$ cat config.mk
export PLATFORM = sky130hd
export DESIGN_NAME = ps2_scancode_rx
export DESIGN_NICKNAME = d
export VERILOG_FILES = /design/src/rtl/ps2_pkg.sv /design/src/rtl/ps2_frame_rx.sv /design/src/rtl/ps2_scancode_rx.sv
export SDC_FILE = /design/constraint.sdc
export NUM_CORES = 1
export LEC_CHECK = 0
export ABC_AREA = 1
export BUFFER_PORTS_ARGS = -buffer_cell sky130_fd_sc_hd__buf_2
export CORE_UTILIZATION = 31
export CTS_CLUSTER_SIZE = 8
export DETAILED_ROUTE_END_ITERATION = 10
export GPL_TIMING_DRIVEN = 0
export PLACE_DENSITY = 0.5
export SKIP_LAST_GASP = 1
export SLEW_MARGIN = 20
export SYNTH_ARGS = -nofsm -noshare
export SYNTH_HDL_FRONTEND = slang
export SYNTH_SLANG_ARGS = --single-unit
$ cat constraint.sdc
create_clock -name clk -period 2.5 [get_ports clk]
set_input_delay 0.25 -clock clk [delete_from_list [all_inputs] [get_ports clk]]
set_output_delay 0.25 -clock clk [all_outputs]
set_load 0.005 [all_outputs]
$ cat src/rtl/ps2_pkg.sv
// Shared PS/2 receiver definitions: prefix bytes, frame states and device-response codes.
package ps2_pkg;

  localparam logic [7:0] PS2_EXT    = 8'hE0;
  localparam logic [7:0] PS2_BRK    = 8'hF0;
  localparam logic [7:0] PS2_PAUSE  = 8'hE1;
  localparam logic [2:0] PAUSE_SKIP = 3'd7;

  typedef enum logic [1:0] {
    ST_IDLE,
    ST_DATA,
    ST_PARITY,
    ST_STOP
  } frame_state_t;

  // Device replies and BAT codes that carry no key information.
  function automatic logic is_dev_response(input logic [7:0] b);
    case (b)
      8'h00, 8'hAA, 8'hEE, 8'hFA, 8'hFC, 8'hFD, 8'hFE, 8'hFF: return 1'b1;
      default:                                                return 1'b0;
    endcase
  endfunction

endpackage

$ cat src/rtl/ps2_frame_rx.sv
// PS/2 frame deserialiser: pin sync, clock filter, start/data/parity/stop FSM and inter-edge timeout.
// byte_valid / frame_err are combinational in the fall-event cycle; no backpressure.
module ps2_frame_rx
  import ps2_pkg::*;
#(
  parameter int FILTER_LEN = 8,
  parameter int TIMEOUT    = 28000
) (
  input  logic       clk,
  input  logic       reset,
  input  logic       ps2_clk,
  input  logic       ps2_dat,
  output logic [7:0] rx_byte,
  output logic       byte_valid,
  output logic       frame_err
);

  localparam int CNT_W = $clog2(FILTER_LEN) + 1;
  localparam int TO_W  = $clog2(TIMEOUT + 1);

  logic             clk_s1, clk_s2, dat_s1, dat_s2;
  logic             filt_clk, filt_prev, fall;
  logic [CNT_W-1:0] filt_cnt;
  logic [TO_W-1:0]  to_cnt;

  frame_state_t state, state_n;
  logic [2:0]   bit_cnt, bit_cnt_n;
  logic [7:0]   shreg, shreg_n;
  logic         par, par_n;

  always_ff @(posedge clk) begin
    if (reset) begin
      clk_s1    <= 1'b1;
      clk_s2    <= 1'b1;
      dat_s1    <= 1'b1;
      dat_s2    <= 1'b1;
      filt_clk  <= 1'b1;
      filt_prev <= 1'b1;
      filt_cnt  <= '0;
    end else begin
      clk_s1    <= ps2_clk;
      clk_s2    <= clk_s1;
      dat_s1    <= ps2_dat;
      dat_s2    <= dat_s1;
      filt_prev <= filt_clk;
      // Level follows the pin only after FILTER_LEN consecutive differing samples.
      if (clk_s2 == filt_clk) begin
        filt_cnt <= '0;
      end else if (filt_cnt == CNT_W'(FILTER_LEN - 1)) begin
        filt_clk <= clk_s2;
        filt_cnt <= '0;
      end else begin
        filt_cnt <= filt_cnt + 1'b1;
      end
    end
  end

  assign fall    = filt_prev & ~filt_clk;
  assign rx_byte = shreg;

  always_ff @(posedge clk) begin
    if (reset) begin
      state   <= ST_IDLE;
      bit_cnt <= '0;
      shreg   <= '0;
      par     <= 1'b0;
      to_cnt  <= '0;
    end else begin
      state   <= state_n;
      bit_cnt <= bit_cnt_n;
      shreg   <= shreg_n;
      par     <= par_n;
      if (fall || state_n == ST_IDLE) to_cnt <= '0;
      else                            to_cnt <= to_cnt + 1'b1;
    end
  end

  always_comb begin
    state_n    = state;
    bit_cnt_n  = bit_cnt;
    shreg_n    = shreg;
    par_n      = par;
    byte_valid = 1'b0;
    frame_err  = 1'b0;
    if (fall) begin
      case (state)
        ST_IDLE: begin
          if (!dat_s2) begin
            state_n   = ST_DATA;
            bit_cnt_n = '0;
          end
        end
        ST_DATA: begin
          shreg_n   = {dat_s2, shreg[7:1]};
          bit_cnt_n = bit_cnt + 3'd1;
          if (bit_cnt == 3'd7) state_n = ST_PARITY;
        end
        ST_PARITY: begin
          par_n   = dat_s2;
          state_n = ST_STOP;
        end
        ST_STOP: begin
          state_n = ST_IDLE;
          if (dat_s2 && (^{shreg, par})) byte_valid = 1'b1;
          else                           frame_err  = 1'b1;
        end
        default: state_n = ST_IDLE;
      endcase
    end else if (state != ST_IDLE && to_cnt == TO_W'(TIMEOUT)) begin
      state_n   = ST_IDLE;
      frame_err = 1'b1;
    end
  end

endmodule

$ cat src/rtl/ps2_scancode_rx.sv
// PS/2 keyboard receiver: folds E0/F0 prefixes and the E1 Pause sequence into 17-bit scancode events.
// Outputs registered one cycle after the stop-bit fall event; no backpressure.
module ps2_scancode_rx
  import ps2_pkg::*;
#(
  parameter int FILTER_LEN = 8,
  parameter int TIMEOUT    = 28000
) (
  input  logic        clk,
  input  logic        reset,
  input  logic        ps2_clk,
  input  logic        ps2_dat,
  output logic [16:0] scancode,
  output logic        scancode_ready,
  output logic        rx_error
);

  logic [7:0] rx_byte;
  logic       byte_valid;
  logic       frame_err;
  logic       ext, brk;
  logic [2:0] skip;

  ps2_frame_rx #(
    .FILTER_LEN(FILTER_LEN),
    .TIMEOUT   (TIMEOUT)
  ) u_frame (
    .clk       (clk),
    .reset     (reset),
    .ps2_clk   (ps2_clk),
    .ps2_dat   (ps2_dat),
    .rx_byte   (rx_byte),
    .byte_valid(byte_valid),
    .frame_err (frame_err)
  );

  always_ff @(posedge clk) begin
    if (reset) begin
      scancode       <= '0;
      scancode_ready <= 1'b0;
      rx_error       <= 1'b0;
      ext            <= 1'b0;
      brk            <= 1'b0;
      skip           <= '0;
    end else begin
      scancode_ready <= 1'b0;
      rx_error       <= frame_err;
      if (frame_err) begin
        ext  <= 1'b0;
        brk  <= 1'b0;
        skip <= '0;
      end else if (byte_valid) begin
        if (skip != 3'd0) begin
          skip <= skip - 3'd1;
        end else if (rx_byte == PS2_PAUSE) begin
          skip <= PAUSE_SKIP;
        end else if (rx_byte == PS2_EXT) begin
          ext <= 1'b1;
        end else if (rx_byte == PS2_BRK) begin
          brk <= 1'b1;
        end else if (is_dev_response(rx_byte) && !ext && !brk) begin
          skip <= '0;
        end else if (ext && (rx_byte == 8'h12 || rx_byte == 8'h59)) begin
          // Fake shift emitted around extended keys carries no key state.
          ext <= 1'b0;
          brk <= 1'b0;
        end else begin
          scancode       <= {brk, 7'b0, ext, rx_byte};
          scancode_ready <= 1'b1;
          ext            <= 1'b0;
          brk            <= 1'b0;
        end
      end
    end
  end

endmodule

==> metrics.cfg <==
[timing]
skew_ns = 0.00721
rsz0062_at_grt = false
tns_ns = 0
timing.final.crit_share = 0.732
worst_slack_ns = 0.670
final_hold_viol_count = 0
timing.final.crit_period_ns = 1.83
setup_viol = 0
fmax_ghz = 0.546
maxSlewViolCount = 0

[worst_setup_path]
crit_top_cell = nand2_1
cp-end-kind = register
critPathBufInv = 1
cp_top_family = simple AND/OR/NAND/NOR gates
crit_fanout = 7
critical_path_class = register to register
crit_slowest_cell = dfxtp_1
crit_chain = inv_2 -> nand2_1 -> nand2_1 -> nand2_1 -> nand2_1 -> nand2_1 -> nand2_1 -> nand2_1 -> nand3_1 -> nand2_1 -> nand2_1 -> nor2_1 -> nand2_1 -> nor2_1
start_kind = register
cp.arrival_ns = 2.09
max_stage_delay_ns = 0.49
required_ns = 2.76

[die]
initial_core_util = 0.320
die_h_um = 97.1
core-area_um2 = 8760
dieArea_um2 = 9440
io_pins = 23
die_x_um = 97.1
num_rows = 34

[clocking]
cts_resized = 0
cts.path.max_buffers = 2
cts-hold-fix-buffers = 0
cts_tree = yes
cts_max_level = 2
insertion_delay_ns = 0.32
postCtsSetupBuffers = 0
cts_buffers = 5
cts.sinks = 56
ctsRootBufferMaster = clkbuf_8
clk_pin_slew_worst_paths_ns = 0.10

[global_routing]
antenna_found_initial = 0
grt_overflow = 0
grt_max_degree = 19
grt_first_pass_wirelength_mm = 9.42
grt_usage = 0.121
grt_pass1_vias = 2177

[synth]
ys_types = 37
syn_area_um2 = 2810
syn_inst = 394
seq_area_frac_synth = 0.399
synth.avg_cell_area_um2 = 7.12
ys_seq_elements = 56
yosysWarnings = 0

[place]
dp_hpwl_mm = 4.17
gp_congestion = 0.849
dp_slack_ns = 0.637
io_buffers = 15
dp_cells = 523

[power_and_ir_drop]
p_total_uw = 1450
power_density_nw_per_um2 = 462
leakage_uw = 0.00135
vdd_ir_drop_max_v = 0.000215

[cells_and_area]
area_growth_pct = 11.5
drive_gt1_frac = 0.163
final_cells = 531
layout.nets = 433
nFillCells = 958
final_util = 0.357
antenna_cells = 0

[run]
max-cap-violations = 0

[route]
routed-via-count = 2331
ant_nets = 0
routed_wl_mm = 5.38
first_pass_iters = 4
wire_per_inst_um = 10.1
drt_iter0_drc = 86
drc = 0
vias_per_cell = 4.39

[hold_path]
hold_class = primary input to register

[outcome]
outcome = complete, no violations

[synthesized netlist by cell type, drive strengths merged]
cell    instances  area, um2
and2            1       6.26
o31ai           1       7.51
nor3            6       45.0
a211oi          2       15.0
conb            1       3.75
o21ai          17       92.6
dfxtp          56       1120
a21oi          22        114
nor3b           1       7.51
xor2           11        104
nand2          87        334
buf            13       96.3
or2             5       31.3
a311oi          1       8.76
nor2           76        305
nand3          22        115
xnor2           6       52.6
inv            48        180
clkbuf          2       7.51
nand4           7       56.3
o211ai          1       7.51
ha              7       87.6
a21boi          1       7.51
[layout make-up]
cell class              count  area (um2)  share of cell area
repair buffers             15        75.1              0.0240
clock buffers               5        68.8              0.0220
plain buffers              15         104              0.0332
well taps                 108         135              0.0432
clock inverters             3        22.5             0.00719
multi-input cells         281        1420               0.455
flip-flops and latches     56        1120               0.358
inverters                  48         180              0.0576
[registers in the layout, indices dropped and copies added (netlist names), 2 cells and up]
name / flops
u_frame.to_cnt: 15
scancode: 10
u_frame.rx_byte: 8
u_frame.filt_cnt: 4
skip: 3
u_frame.bit_cnt: 3
u_frame.state: 2
[layout by cell type (no fill, tap or decap), types with 6 or more instances in the layout]
master and n:
nand3_1 21, conb_1 7, ha_1 7, inv_2 10, o21ai_0 12, buf_4 8
buf_2 17, nor2_1 70, dfxtp_1 56, nand2_1 84, inv_1 38, xor2_1 10
xnor2_1 6, a21oi_1 21
[where the power goes]
group          total [uW]  leakage [uW]  switching (uW)  internal (uW)
logic                34.6      0.000852            19.6           15.0
registers             897      0.000452            2.18            895
clock network         516     0.0000485             314            202
[routing by layer]
layer / wire length, um / up-vias / track usage / share of wire
li1: - / 1275 / - / -
met1: 2730 / 1012 / 0.151 / 0.51
met2: 2410 / 39 / 0.208 / 0.45
met3: 189 / 5 / 0.0266 / 0.035
met4: 43 / 0 / 0.0344 / 0.0080
met5: 0 / - / 0 / 0
[through the flow]
step	area (um2)	hold slack [ns]
after floorplan	2830	0.354
after global placement	3040	0.407
after detailed placement	3040	0.406
after CTS	3130	0.0998
after global routing	3130	0.101
final	3130	0.109
[cells by family (layout without fill, tap and decap cells)]
logic type                 count (synthesis)  after routing  share of synthesized area
AOI/OAI and AO/OA                         45             45                     0.0901
buffers and inverters                     63             86                      0.101
DFF                                       56             56                      0.399
other                                      1              7                    0.00134
and+or+nand+nor                          205            205                      0.321
xor gates and xnor gates                  17             17                     0.0557
adders and majority gates                  7              7                     0.0312
[final timing paths]
kind	from	end	slack, ns	cells past startpoint
max	u_frame.rx_byte[5]	brk	0.67	14
min	ps2_clk	u_frame.clk_s1	0.11	2
max reg2reg	u_frame.rx_byte[5]	brk	0.67	14
min reg2reg	u_frame.clk_s1	u_frame.clk_s2	0.42	1
(Power assumes the default switching activity.)
